[src/rtl/uart_rx_fifo.sv]
// ----------------------------------------------------------------------------
// uart_rx_fifo
//   Asynchronous serial receiver for the FPGA host link. It frames start,
//   DATA_BITS data bits (LSB first), an optional parity bit and a stop bit.
//   Each bit is sampled at its middle. Good words go into a small receive
//   FIFO, so the line keeps running while the command decoder is busy.
//
//   Optional feature macro: UART_RX_PARITY_EN
//     defined   : a parity bit follows the data bits; parity_err_o is live
//                 (PARITY_ODD selects odd (1) or even (0) parity).
//     undefined : no parity bit; parity_err_o is tied low.
//
// Ports
//   clk_i          system clock
//   nrst_i         asynchronous active-low reset
//   rx_i           serial input, idle high, asynchronous to clk_i
//   rts_o          1 = sender must pause (still qualifying idle, or FIFO nearly full)
//   data_o         FIFO head word, valid while data_valid_o = 1
//   data_valid_o   FIFO not empty
//   data_ack_n_i   active-low pop, honoured on any edge where data_valid_o = 1
//   framing_err_o  1-cycle pulse: stop bit sampled low
//   overrun_err_o  1-cycle pulse: good word dropped because the FIFO was full
//   parity_err_o   1-cycle pulse: parity mismatch (tied low without the macro)
// ----------------------------------------------------------------------------
module uart_rx_fifo #(
    parameter int CLKS_PER_BIT = 32,
    parameter int DATA_BITS    = 8,
    parameter int FIFO_DEPTH   = 4,
    parameter int IDLE_BITS    = 9,
    parameter int PARITY_ODD   = 0
) (
    input  logic                 clk_i,
    input  logic                 nrst_i,
    input  logic                 rx_i,
    output logic                 rts_o,
    output logic [DATA_BITS-1:0] data_o,
    output logic                 data_valid_o,
    input  logic                 data_ack_n_i,
    output logic                 framing_err_o,
    output logic                 overrun_err_o,
    output logic                 parity_err_o
);

    localparam int IDLE_CYCLES = IDLE_BITS * CLKS_PER_BIT;
    localparam int CNT_W       = $clog2(IDLE_CYCLES + 1);
    localparam int IDX_W       = $clog2(DATA_BITS + 1);
    localparam int PTR_W       = $clog2(FIFO_DEPTH);

    localparam logic [CNT_W-1:0] HALF_RELOAD = CNT_W'(CLKS_PER_BIT / 2 - 1);
    localparam logic [CNT_W-1:0] BIT_RELOAD  = CNT_W'(CLKS_PER_BIT - 1);
    localparam logic [CNT_W-1:0] IDLE_LAST   = CNT_W'(IDLE_CYCLES - 1);
    localparam logic [IDX_W-1:0] LAST_BIT    = IDX_W'(DATA_BITS - 1);
    localparam logic [PTR_W:0]   FULL_LEVEL  = (PTR_W + 1)'(FIFO_DEPTH);
    localparam logic [PTR_W:0]   RTS_LEVEL   = (PTR_W + 1)'(FIFO_DEPTH - 1);

`ifdef UART_RX_PARITY_EN
    typedef enum logic [2:0] {ST_INIT, ST_IDLE, ST_START, ST_DATA, ST_PARITY, ST_STOP} rxState_e;
`else
    typedef enum logic [2:0] {ST_INIT, ST_IDLE, ST_START, ST_DATA, ST_STOP} rxState_e;
`endif

    rxState_e               state_q, state_d;
    logic                   rxMeta_q, rxSync_q;
    logic [CNT_W-1:0]       bitCnt_q, bitCnt_d;
    logic [IDX_W-1:0]       bitIdx_q, bitIdx_d;
    logic [DATA_BITS-1:0]   shift_q, shift_d;
    logic [PTR_W:0]         wrPtr_q, wrPtr_d, rdPtr_q, rdPtr_d, count_d;
    logic [DATA_BITS-1:0]   mem [FIFO_DEPTH];
    logic [DATA_BITS-1:0]   data_q, data_d;
    logic                   dataValid_q, dataValid_d;
    logic                   rts_q, rts_d;
    logic                   framingErr_q, framingErr_d;
    logic                   overrunErr_q, overrunErr_d;
    logic                   stopSample, wordOk, push, pop, fifoFull, parityBad;

    // Two-flop synchroniser; resets to the idle (high) line level.
    always_ff @(posedge clk_i or negedge nrst_i) begin
        if (!nrst_i) begin
            rxMeta_q <= 1'b1;
            rxSync_q <= 1'b1;
        end else begin
            rxMeta_q <= rx_i;
            rxSync_q <= rxMeta_q;
        end
    end

    // State register.
    always_ff @(posedge clk_i or negedge nrst_i) begin
        if (!nrst_i) begin
            state_q <= ST_INIT;
        end else begin
            state_q <= state_d;
        end
    end

    // Next-state logic. In INIT the counter counts up consecutive high
    // cycles; in every other state it counts down to the next sample point.
    always_comb begin
        state_d  = state_q;
        bitCnt_d = bitCnt_q;
        bitIdx_d = bitIdx_q;
        shift_d  = shift_q;
        unique case (state_q)
            ST_INIT: begin
                if (!rxSync_q) begin
                    bitCnt_d = '0;
                end else if (bitCnt_q == IDLE_LAST) begin
                    bitCnt_d = '0;
                    state_d  = ST_IDLE;
                end else begin
                    bitCnt_d = bitCnt_q + CNT_W'(1);
                end
            end
            ST_IDLE: begin
                if (!rxSync_q) begin
                    bitCnt_d = HALF_RELOAD;
                    state_d  = ST_START;
                end
            end
            ST_START: begin
                if (bitCnt_q != '0) begin
                    bitCnt_d = bitCnt_q - CNT_W'(1);
                end else if (rxSync_q) begin
                    state_d = ST_IDLE;
                end else begin
                    bitCnt_d = BIT_RELOAD;
                    bitIdx_d = '0;
                    state_d  = ST_DATA;
                end
            end
            ST_DATA: begin
                if (bitCnt_q != '0) begin
                    bitCnt_d = bitCnt_q - CNT_W'(1);
                end else begin
                    shift_d  = {rxSync_q, shift_q[DATA_BITS-1:1]};
                    bitCnt_d = BIT_RELOAD;
                    bitIdx_d = bitIdx_q + IDX_W'(1);
                    if (bitIdx_q == LAST_BIT) begin
`ifdef UART_RX_PARITY_EN
                        state_d = ST_PARITY;
`else
                        state_d = ST_STOP;
`endif
                    end
                end
            end
`ifdef UART_RX_PARITY_EN
            ST_PARITY: begin
                if (bitCnt_q != '0) begin
                    bitCnt_d = bitCnt_q - CNT_W'(1);
                end else begin
                    bitCnt_d = BIT_RELOAD;
                    state_d  = ST_STOP;
                end
            end
`endif
            ST_STOP: begin
                if (bitCnt_q != '0) begin
                    bitCnt_d = bitCnt_q - CNT_W'(1);
                end else begin
                    bitCnt_d = '0;
                    state_d  = rxSync_q ? ST_IDLE : ST_INIT;
                end
            end
            default: begin
                bitCnt_d = '0;
                state_d  = ST_INIT;
            end
        endcase
    end

`ifdef UART_RX_PARITY_EN
    logic parBit_q;

    // Captures the parity bit at its mid-bit sample.
    always_ff @(posedge clk_i or negedge nrst_i) begin
        if (!nrst_i) begin
            parBit_q <= 1'b0;
        end else if (state_q == ST_PARITY && bitCnt_q == '0) begin
            parBit_q <= rxSync_q;
        end
    end

    // XOR of data and parity bit must equal 1 for odd parity, 0 for even.
    assign parityBad = ((^shift_q) ^ parBit_q) != 1'(PARITY_ODD);
`else
    assign parityBad = 1'b0;
`endif

    assign pop      = !data_ack_n_i && dataValid_q;
    assign fifoFull = (wrPtr_q - rdPtr_q) == FULL_LEVEL;

    // FSM outputs, all decided at the stop-bit sample. A concurrent pop
    // frees a slot, so a full FIFO with a pop still accepts the word.
    always_comb begin
        stopSample   = (state_q == ST_STOP) && (bitCnt_q == '0);
        framingErr_d = stopSample && !rxSync_q;
        wordOk       = stopSample && rxSync_q && !parityBad;
        push         = wordOk && (!fifoFull || pop);
        overrunErr_d = wordOk && fifoFull && !pop;
    end

    // FIFO next state. If the new head is the slot being written this
    // cycle, the incoming word is forwarded straight to the output register.
    always_comb begin
        wrPtr_d     = wrPtr_q + (PTR_W + 1)'(push);
        rdPtr_d     = rdPtr_q + (PTR_W + 1)'(pop);
        count_d     = wrPtr_d - rdPtr_d;
        dataValid_d = (count_d != '0);
        data_d      = '0;
        if (dataValid_d) begin
            if (push && (wrPtr_q[PTR_W-1:0] == rdPtr_d[PTR_W-1:0])) begin
                data_d = shift_q;
            end else begin
                data_d = mem[rdPtr_d[PTR_W-1:0]];
            end
        end
        rts_d = (state_d == ST_INIT) || (count_d >= RTS_LEVEL);
    end

    // FIFO storage; contents are only read behind a valid pointer.
    always_ff @(posedge clk_i) begin
        if (push) begin
            mem[wrPtr_q[PTR_W-1:0]] <= shift_q;
        end
    end

    // Datapath, FIFO pointers and registered outputs.
    always_ff @(posedge clk_i or negedge nrst_i) begin
        if (!nrst_i) begin
            bitCnt_q     <= '0;
            bitIdx_q     <= '0;
            shift_q      <= '0;
            wrPtr_q      <= '0;
            rdPtr_q      <= '0;
            data_q       <= '0;
            dataValid_q  <= 1'b0;
            rts_q        <= 1'b1;
            framingErr_q <= 1'b0;
            overrunErr_q <= 1'b0;
        end else begin
            bitCnt_q     <= bitCnt_d;
            bitIdx_q     <= bitIdx_d;
            shift_q      <= shift_d;
            wrPtr_q      <= wrPtr_d;
            rdPtr_q      <= rdPtr_d;
            data_q       <= data_d;
            dataValid_q  <= dataValid_d;
            rts_q        <= rts_d;
            framingErr_q <= framingErr_d;
            overrunErr_q <= overrunErr_d;
        end
    end

`ifdef UART_RX_PARITY_EN
    logic parityErr_q;

    // Parity error pulse, registered like the other error pulses.
    always_ff @(posedge clk_i or negedge nrst_i) begin
        if (!nrst_i) begin
            parityErr_q <= 1'b0;
        end else begin
            parityErr_q <= stopSample && rxSync_q && parityBad;
        end
    end

    assign parity_err_o = parityErr_q;
`else
    assign parity_err_o = 1'b0;
`endif

    assign rts_o         = rts_q;
    assign data_o        = data_q;
    assign data_valid_o  = dataValid_q;
    assign framing_err_o = framingErr_q;
    assign overrun_err_o = overrunErr_q;

endmodule
[config.mk]
export PLATFORM = sky130hd
export DESIGN_NAME = uart_rx_fifo
export DESIGN_NICKNAME = d
export VERILOG_FILES = /design/src/rtl/uart_rx_fifo.sv
export SDC_FILE = /design/constraint.sdc
export NUM_CORES = 1
export LEC_CHECK = 0
export BUFFER_PORTS_ARGS = -buffer_cell sky130_fd_sc_hd__buf_2
export CAP_MARGIN = 20
export CORE_ASPECT_RATIO = 0.7
export CORE_MARGIN = 2
export CORE_UTILIZATION = 42
export DETAILED_ROUTE_END_ITERATION = 10
export PLACE_DENSITY = 0.55
export SLEW_MARGIN = 30
export SYNTH_ARGS = -nofsm -noshare
export SYNTH_HDL_FRONTEND = slang
export SYNTH_SLANG_ARGS = --single-unit
[constraint.sdc]
create_clock -name clk_i -period 4.7 [get_ports clk_i]
set_input_delay 0.47 -clock clk_i [delete_from_list [all_inputs] [get_ports clk_i]]
set_output_delay 0.47 -clock clk_i [all_outputs]
set_load 0.005 [all_outputs]
==> results.cfg, run 1 <==
[place]
dp_hpwl_um = 5210
gp_congestion = 0.872
io_buffers = 15
placedCellCount = 422

[detailed_routing]
ant_nets = 0
drc_errors = 0
vias = 2385
wl_um = 7620
drt_first_pass_iters = 5
drt_iter0_markers = 209
viasPerCell = 5.45
wire_per_inst_um = 17.4

[hold_path]
hp-class = input pin to asynchronous set/reset pin

[setup_path]
required_ns = 4.90
crit_path_max_fanout = 9
cp_slowest_cell = dfrtp_1
end_kind = flip-flop
cp-start-kind = flip-flop
crit_path_frequent_cell = inv_1
worstPathArrival_ns = 3.75
crit_start = bitCnt_q[0]
cp_slowest_stage_delay_ns = 0.46
r2r_start = bitCnt_q[0]
critical_path_class = flip-flop to flip-flop
crit_chain = inv_1, ha_1, nor4b_1, and4_1, nand2_1, inv_1, ha_1, inv_1, ha_1, inv_1, fa_1, xor3_1, and3b_1, nor2_1

[logic_synthesis]
synth_mux_area_share_pct = 9.77
synthArstFlopShare_pct = 57.9
postSynthCellCount = 298
synthSimpleGateAreaFrac_pct = 12.8
ys.flop_type = dfrtp_1
synth_area_sq_um = 3680
syn_area_per_cell_sq_um = 12.3
synthTopCellsByCount = 41 x dfrtp_1, 32 x edfxtp_1, 19 x nor2_1, 18 x nand2_1, 14 x inv_1
synth_xor_area_share_pct = 3.03
yosys.area_share.adder_pct = 4.29
synth_enable_flop_cells = 32
yosysTopAreaCell = dfrtp_1
synth_compound_area_share_pct = 10.5
synth_top_family_by_area = simple AND/OR/NAND/NOR gates
synth_seq_cells = 76
synth_top_area_share_pct = 27.9
ys_types = 58
synth.most_common_cell = dfrtp_1
yosysSeqAreaShare_pct = 56.2
ys_warn_count = 0
syn_nets = 314
synthTopCellsByArea = dfrtp_1 28%, edfxtp_1 26%, mux4_2 4.9%

[sta]
post-route-period-util_pct = 75.5
clock_skew_ns = 0.00530
finalSetupTns_ns = 0
hold_viol_final = 0
period_needed_ns = 3.55
tightest_slew_ns = 0.651
relSlewSlack_pct = 56.6
drv_slew = 0
max_freq_ghz = 0.282
finalSetupViolCount = 0
rsz0062_at_grt = no

[final_layout]
n_antenna_cell = 0
nNetsFinal = 329
area_growth_pct = 13.9
layout-drive-gt1-share_pct = 18.6
final_cells = 438

[clock_network]
ctsLongestPathBuffers = 2
cts_buffers = 9
htree_levels = 3
cts_root_buf = clkbuf_16
cts_tree = yes
cts_sinks = 76
cts_setup_buffers = 0
clk_latency_ns = 0.33
clk_pin_slew_worst_paths_ns = 0.06
ctsResizeCount = 0
hold_buffers = 0

[global_route]
grt_max_degree = 45
globalRouteOverflowTotal = 0
grtUsageTotal_pct = 18.4
grt_pass1_vias = 2359
grt_pass1_wl_um = 12900
antenna_found_initial = 0

[floorplanning]
io_pins = 17
die_h_um = 82.3
num_rows = 28
core_sq_um = 8480
dieArea_sq_um = 9530
die_w_um = 116
initial_core_util_pct = 43.4

[pwr]
leakage_nw = 1.87
ir_worst_vdd_mv = 0.216
power_density_nw_per_um2 = 358

[run]
cap_violations = 0

[outcome]
status = complete, no violations
flip-flops by register name, summed over array words and instances (netlist names):
signal / count
wrPtr_q: 3
rxSync_q: 1
state_q: 3
overrun_err_o: 1
rts_o: 1
mem: 32
bitCnt_q: 9
shift_q: 8
data_valid_o: 1
data_o: 8
framing_err_o: 1
bitIdx_q: 4
rxMeta_q: 1
rdPtr_q: 3
power by group:
| part | internal, mW | switching [mW] | total (mW) | leakage (nW) |
|---|---|---|---|---|
| clock network | 0.467 | 0.272 | 0.739 | 0.156 |
| logic | 0.0209 | 0.0404 | 0.0613 | 0.739 |
| registers | 0.692 | 0.00618 | 0.698 | 0.975 |
critical path, delay by kind of cell, from the launching register on:
family | cells | cell delay (ns)
xor+xnor | 1 | 0.40
fa+ha+maj | 4 | 0.91
flops | 1 | 0.46
simple gates | 5 | 1.36
buf+inv | 4 | 0.31
area by class of cell:
class	count	area [sq um]
clock inverter	7	98.8
timing repair buffer	19	108
tap	120	150
clock buffer	9	225
inverter	14	52.6
multi-input combinational	193	1490
fill	789	4290
sequential	76	2070
worst paths after layout:
| check | to | slack [ns] | cells after the start |
|---|---|---|---|
| max | data_o[4] | 1.15 | 14 |
| min | shift_q[2] | 0.14 | 1 |
| max reg2reg | data_o[4] | 1.15 | 14 |
| min reg2reg | rxSync_q | 0.35 | 0 |
| max in group asynchronous | wrPtr_q[2] | 4.16 | 1 |
| min in group clk_i | rxMeta_q | 0.24 | 1 |
per-layer routing:
layer / up-vias / share of wire, % / GRT usage [%] / routed length [um]
li1: 1146 / - / - / -
met4: 0 / 0.85 / 5.71 / 65
met5: - / 0 / 0 / 0
met2: 74 / 41 / 24.8 / 3130
met3: 6 / 6.2 / 4.67 / 469
met1: 1159 / 52 / 28.8 / 3960
placed cells by master (no fill, tap or decap), drive strengths merged, types with 4 or more instances in the layout:
master,instances
a21oi,12
a311oi,4
buf,19
clkbuf,9
dfrtp,41
edfxtp,32
ha,11
inv,15
mux2,7
mux2i,10
mux4,8
nand2,18
nand3,6
nor2,19
nor2b,4
nor3,13
o21ai,13
xnor2,4
xor2,6
stage by stage:
stage | utilization (%) | hold WS [ns] | power (mW) | instance area (sq um) | setup slack [ns]
final | 49.4 | 0.139 | 1.50 | 4190 | 1.15
after detailed placement | 45.6 | 0.347 | 0.772 | 3860 | 1.15
after global placement | 45.5 | 0.347 | 0.771 | 3850 | 1.32
after CTS | 49.4 | 0.164 | 1.52 | 4190 | 1.13
after floorplan | - | 0.174 | 0.749 | 3680 | 1.43
after global routing | 49.4 | 0.177 | 1.56 | 4190 | 0.738
cell families (layout without fill, tap and decap cells):
group           count (synthesis)  after routing
xor+xnor                       11             11
compound gates                 56             56
buf+inv                        29             49
mux                            25             25
fa+ha+maj                      12             12
simple gates                   88             88
other cells                     1              1
flops                          76             76
Power figures use the tool's default switching activity.
==> run 2, diff against run 1 <==
--- a/config.mk
+++ b/config.mk
@@ -11,7 +11,7 @@
 export CORE_MARGIN = 2
 export CORE_UTILIZATION = 42
 export DETAILED_ROUTE_END_ITERATION = 10
-export PLACE_DENSITY = 0.55
+export PLACE_DENSITY = 0.57
 export SLEW_MARGIN = 30
 export SYNTH_ARGS = -nofsm -noshare
 export SYNTH_HDL_FRONTEND = slang
==> constraint.sdc (replaced) <==
create_clock -name clk_i -period 2.9 [get_ports clk_i]
set_input_delay 0.29 -clock clk_i [delete_from_list [all_inputs] [get_ports clk_i]]
set_output_delay 0.29 -clock clk_i [all_outputs]
set_load 0.005 [all_outputs]
==> run 2 against run 1 <==
Net effect: hold slack lost 0.087 ns; worst setup slack worse by 1.1 ns; first-iteration DRC count down 5.3%; die area unchanged; power increased by 61%.
==> results.cfg, run 2 (same netlist as run 1, synthesis figures left out) <==
[final_layout]
layout-drive-gt1-share_pct = 34.1
final_cell_mix = 41 x dfrtp_1, 39 x buf_4, 32 x edfxtp_1
fillers = 753
final_cells = 475
nNetsFinal = 366
seq_area_sq_um = 2070
largest_reg_flops = 32
area_growth_pct = 25.6
fin_util_pct = 54.5
layout_commonest_cell = dfrtp_1
multi_input_area_sq_um = 1620
n_antenna_cell = 0

[setup_path]
worstPathArrival_ns = 3.03
r2r_setup_slack_ns = 0.09
critical_path_class = flip-flop to flip-flop
required_ns = 3.12
regToRegEndpoint = data_o[6]
r2r_start = wrPtr_q[0]
cp-start-kind = flip-flop
end_kind = flip-flop
crit_path_max_fanout = 4
crit_start = wrPtr_q[0]
critPathCapture = data_o[6]
r2r_cells = 15

[pwr]
power.switching_uw = 536
ir_worst_vdd_mv = 0.310
power.share.clock_pct = 47.5
p_int_mw = 1.88
pwr-share-seq_pct = 46.6
fin_total_pwr_mw = 2.41
leakage_nw = 2.07
power_density_nw_per_um2 = 522
p_comb_share_pct = 5.8
sw_frac_of_total_pct = 22.2

[clock_network]
clk_latency_ns = 0.33
cts_buffers = 9
htree_levels = 3
cts_root_buf = clkbuf_16
ctsLongestPathBuffers = 2
cts_sinks = 76
cts_tree = yes
clk_pin_slew_worst_paths_ns = 0.06

[run]
cap_violations = 0

[sta]
clock_skew_ns = 0.00464
fin_hold_ws_ns = 0.0519
period_needed_ns = 2.81
hold_viol_final = 0
tightest_slew_ns = 0.604
drv_slew = 0
finalSetupTns_ns = 0
finalSetupViolCount = 0
rsz0062_at_grt = yes
relSlewSlack_pct = 59.7
post-route-period-util_pct = 96.8
max_freq_ghz = 0.356

[global_route]
antenna_found_initial = 0
grt_max_degree = 45
globalRouteOverflowTotal = 0
grtUsageTotal_pct = 18.3
grt_pass1_wl_um = 12900
grt_pass1_vias = 2367

[detailed_routing]
drt_first_pass_iters = 5
ant_nets = 0
drt_iter0_markers = 198
viasPerCell = 5.47
wire_per_inst_um = 16.9
vias = 2596
drc_errors = 0
wl_um = 8030

[outcome]
status = complete, no violations

[floorplanning]
initial_core_util_pct = 43.4
die_h_um = 82.3
dieArea_sq_um = 9530
die_w_um = 116
io_pins = 17
num_rows = 28
core_sq_um = 8480

[place]
gp_congestion = 0.886
dp_hpwl_um = 5510
io_buffers = 15
placedCellCount = 454

[hold_path]
hp-class = input pin to flip-flop
[run 2: metal layers]
| metal | vias to the layer above | wire length (um) | track usage [%] |
|---|---|---|---|
| met3 | 6 | 466 | 5.91 |
| li1 | 1214 | - | - |
| met5 | - | 0 | 0 |
| met4 | 0 | 44 | 3.57 |
| met2 | 78 | 3430 | 25.6 |
| met1 | 1298 | 4090 | 27.7 |
[run 2: repair_timing]
| action | CTS | global route |
|---|---|---|
| gates resized for setup | 9 | 22 |
| setup endpoints to repair | 9 | 10 |
| gates cloned | 0 | 1 |
| buffers inserted | 2 | 1 |
| pin swaps | 1 | 8 |
| endpoints found under the hold margin | 41 | 0 |
| hold buffers | 1 | 0 |
[run 2: power by group through the flow]
stage | Clock [mW] | Combinational (mW) | Sequential, mW
final | 1.15 | 0.141 | 1.12
after global routing | 1.23 | 0.154 | 1.12
after CTS | 1.18 | 0.131 | 1.12
after detailed placement | 0 | 0.125 | 1.14
after global placement | 0 | 0.124 | 1.14
after floorplan | 0 | 0.0683 | 1.15
[run 2: how the worst min path moves through the flow]
stage | slack [ns] | start | endpoint | depth (start not counted)
2_1_floorplan | -0.006 | nrst_i | bitCnt_q[0] | 0
3_3_place_gp | 0.35 | rxMeta_q | rxSync_q | 0
3_5_place_dp | 0.35 | nrst_i | shift_q[4] | 1
4_1_cts | 0.04 | rx_i | rxMeta_q | 1
5_1_grt | 0.04 | rx_i | rxMeta_q | 1
6_report | 0.05 | rx_i | rxMeta_q | 1
[run 2: final cells by class]
cell class	instances	area share [%]
repair buffers	56	9.05
clock inverters	6	1.54
multi-input cells	193	35.0
clock buffers	10	5.18
well taps	120	3.25
flip-flops and latches	76	44.7
inverters	14	1.25
[run 2: critical path, stage by stage, from the launching register on]
cell and delay (ns):
dfrtp_1 0.36, inv_2 0.05, ha_1 0.19, nor2b_4 0.13, xnor2_2 0.13, or2_4 0.26, nand2_4 0.08, inv_4 0.04
ha_4 0.27, inv_4 0.03, ha_4 0.14, inv_2 0.05, fa_2 0.44, and3b_2 0.32, clkbuf_16 0.17, nor2_2 0.04
[run 2: stage by stage]
step / instance area, sq um / worst slack, ns
after detailed placement: 4140 / -0.0492
final: 4620 / 0.0941
after CTS: 4500 / 0.0152
after global routing: 4620 / -0.0531
after global placement: 4140 / 0.00912
after floorplan: 3710 / 0.0682
==> run 3, diff against run 2 <==
--- a/config.mk
+++ b/config.mk
@@ -11,7 +11,7 @@
 export CORE_MARGIN = 2
 export CORE_UTILIZATION = 42
 export DETAILED_ROUTE_END_ITERATION = 10
-export PLACE_DENSITY = 0.57
+export PLACE_DENSITY = 0.55
 export SLEW_MARGIN = 30
 export SYNTH_ARGS = -nofsm -noshare
 export SYNTH_HDL_FRONTEND = slang
==> constraint.sdc (replaced) <==
create_clock -name clk_i -period 3.55 [get_ports clk_i]
set_input_delay 0.355 -clock clk_i [delete_from_list [all_inputs] [get_ports clk_i]]
set_output_delay 0.355 -clock clk_i [all_outputs]
set_load 0.005 [all_outputs]
==> run 3 against run 2 <==
Net effect: global-route usage down 0.34 points; hold slack worse by 0.049 ns; count of clock-buffer cells in the layout unchanged; design area down 7.2%; core utilization down 3.9 points; register-to-register slack better by 0.19 ns; die area unchanged; sequential power down 18%; combinational power down 39%; critical path type unchanged.
==> results.cfg, run 3 (same netlist as run 1, synthesis figures left out) <==
[final_layout]
final_cells = 448
nNetsFinal = 339
area_growth_pct = 16.6
seq_area_sq_um = 2070
layout_commonest_cell = dfrtp_1
n_antenna_cell = 0
layout-drive-gt1-share_pct = 21.3
fillers = 769
largest_reg_flops = 32
multi_input_area_sq_um = 1500
final_cell_mix = 41 x dfrtp_1, 32 x edfxtp_1, 19 x nor2_1

[clock_network]
htree_levels = 3
cts_root_buf = clkbuf_16
cts_buffers = 9
ctsLongestPathBuffers = 2
cts_sinks = 76
clk_pin_slew_worst_paths_ns = 0.06
cts_tree = yes
clk_latency_ns = 0.33

[detailed_routing]
wl_met3_um = 447
drt_first_pass_iters = 4
wire_per_inst_um = 17.0
top_layer = met4
vias = 2427
wl_met2_um = 3140
drc_errors = 0
met1Wirelength_um = 3950
viasPerCell = 5.42
ant_nets = 0
wl_um = 7630
drt_iter0_markers = 192

[sta]
clock_skew_ns = 0.00490
relSlewSlack_pct = 60.3
rsz0062_at_grt = no
finalSetupTns_ns = 0
tightest_slew_ns = 0.596
period_needed_ns = 3.26
post-route-period-util_pct = 91.9
finalSetupViolCount = 0
hold_viol_final = 0
max_freq_ghz = 0.306
drv_slew = 0

[global_route]
grt_pass1_wl_um = 12500
globalRouteOverflowTotal = 0
grt_max_degree = 45
antenna_found_initial = 0
grt_pass1_vias = 2288
grtUsageTotal_pct = 17.9

[floorplanning]
initial_core_util_pct = 43.4
die_w_um = 116
dieArea_sq_um = 9530
io_pins = 17
die_h_um = 82.3
num_rows = 28
core_sq_um = 8480

[place]
placedCellCount = 432
dp_hpwl_um = 5290
io_buffers = 15
gp_congestion = 0.860

[pwr]
power.switching_uw = 411
p_int_mw = 1.64
power.share.clock_pct = 50.7
ir_worst_vdd_mv = 0.193
pwr-share-seq_pct = 45.1
power_density_nw_per_um2 = 478
leakage_nw = 1.94
sw_frac_of_total_pct = 20.1
p_comb_share_pct = 4.2

[setup_path]
cp-start-kind = flip-flop
critical_path_class = flip-flop to flip-flop
end_kind = flip-flop
crit_path_max_fanout = 9
required_ns = 3.76
worstPathArrival_ns = 3.47

[hold_path]
hp-class = input pin to asynchronous set/reset pin

[outcome]
status = complete, no violations

[run]
cap_violations = 0
==> run 3: cell types whose count changed in the layout (fill, tap and decap cells not counted), sizes merged <==
cell	before	now
dlygate4sd3	1	0
clkbuf	11	10
buf	54	29
clkinvlp	2	0
clkinv	1	2
bufinv	1	3
inv	16	15
==> run 3: cell type report <==
class                   count  share of cell area (%)
flip-flops and latches     76                    48.2
multi-input cells         193                    34.9
clock buffers              10                    5.34
repair buffers             29                    4.20
well taps                 120                    3.50
clock inverters             6                    2.63
inverters                  14                    1.23
==> run 3: stage by stage <==
step,utilization [%],cell area (sq um),setup slack [ns],hold WS (ns),power (mW)
2_1_floorplan,-,3680,0.277,0.0594,0.992
5_1_grt,50.5,4290,0.0955,0.0770,2.12
3_3_place_gp,46.3,3930,0.279,0.347,1.02
4_1_cts,50.5,4280,0.113,0.0587,2.07
3_5_place_dp,46.4,3940,0.147,0.347,1.02
6_report,50.5,4290,0.286,0.00282,2.05
==> run 3: worst max-delay path, stage by stage, from the launching register on <==
cell     delay, ns
dfrtp_1       0.42
inv_1         0.10
ha_1          0.19
nor2b_1       0.13
xnor2_1       0.14
or2_2         0.31
nand2_1       0.10
inv_1         0.07
ha_1          0.29
inv_1         0.06
ha_1          0.13
inv_1         0.05
fa_1          0.35
xor3_1        0.40
and3b_2       0.31
nor2_1        0.08
==> run 3: path summary, 6_finish.rpt <==
check	startpoint	to	slack (ns)	depth (start not counted)
worst min-delay path	nrst_i	shift_q[2]	0.003	1
worst min register to register	rxMeta_q	rxSync_q	0.35	0
min in group clk_i	rx_i	rxMeta_q	0.12	1
worst max register to register	wrPtr_q[0]	data_o[7]	0.29	15
max in group asynchronous	nrst_i	bitCnt_q[7]	3.11	1
worst max-delay path	wrPtr_q[0]	data_o[7]	0.29	15
==> run 3: metal layers <==
metal	global-route usage (%)	vias up
li1	-	1162
met1	28.3	1187
met2	23.9	70
met3	4.38	8
met4	5.71	0
met5	0	-
==> run 3: power groups by stage <==
| stage | Sequential, mW | Combinational [mW] | Clock (mW) |
|---|---|---|---|
| floorplan | 0.937 | 0.0550 | 0 |
| global placement | 0.939 | 0.0849 | 0 |
| detailed placement | 0.939 | 0.0854 | 0 |
| CTS | 0.922 | 0.0857 | 1.06 |
| global route | 0.922 | 0.0969 | 1.10 |
| finish | 0.923 | 0.0857 | 1.04 |
==> run 3: what timing repair did <==
| action | CTS | global route |
|---|---|---|
| setup buffers | 0 | 0 |
| setup endpoints to repair | 0 | 9 |
| hold buffers | 0 | 0 |
| gates resized for setup | 0 | 2 |
| hold endpoints to repair | 0 | 0 |
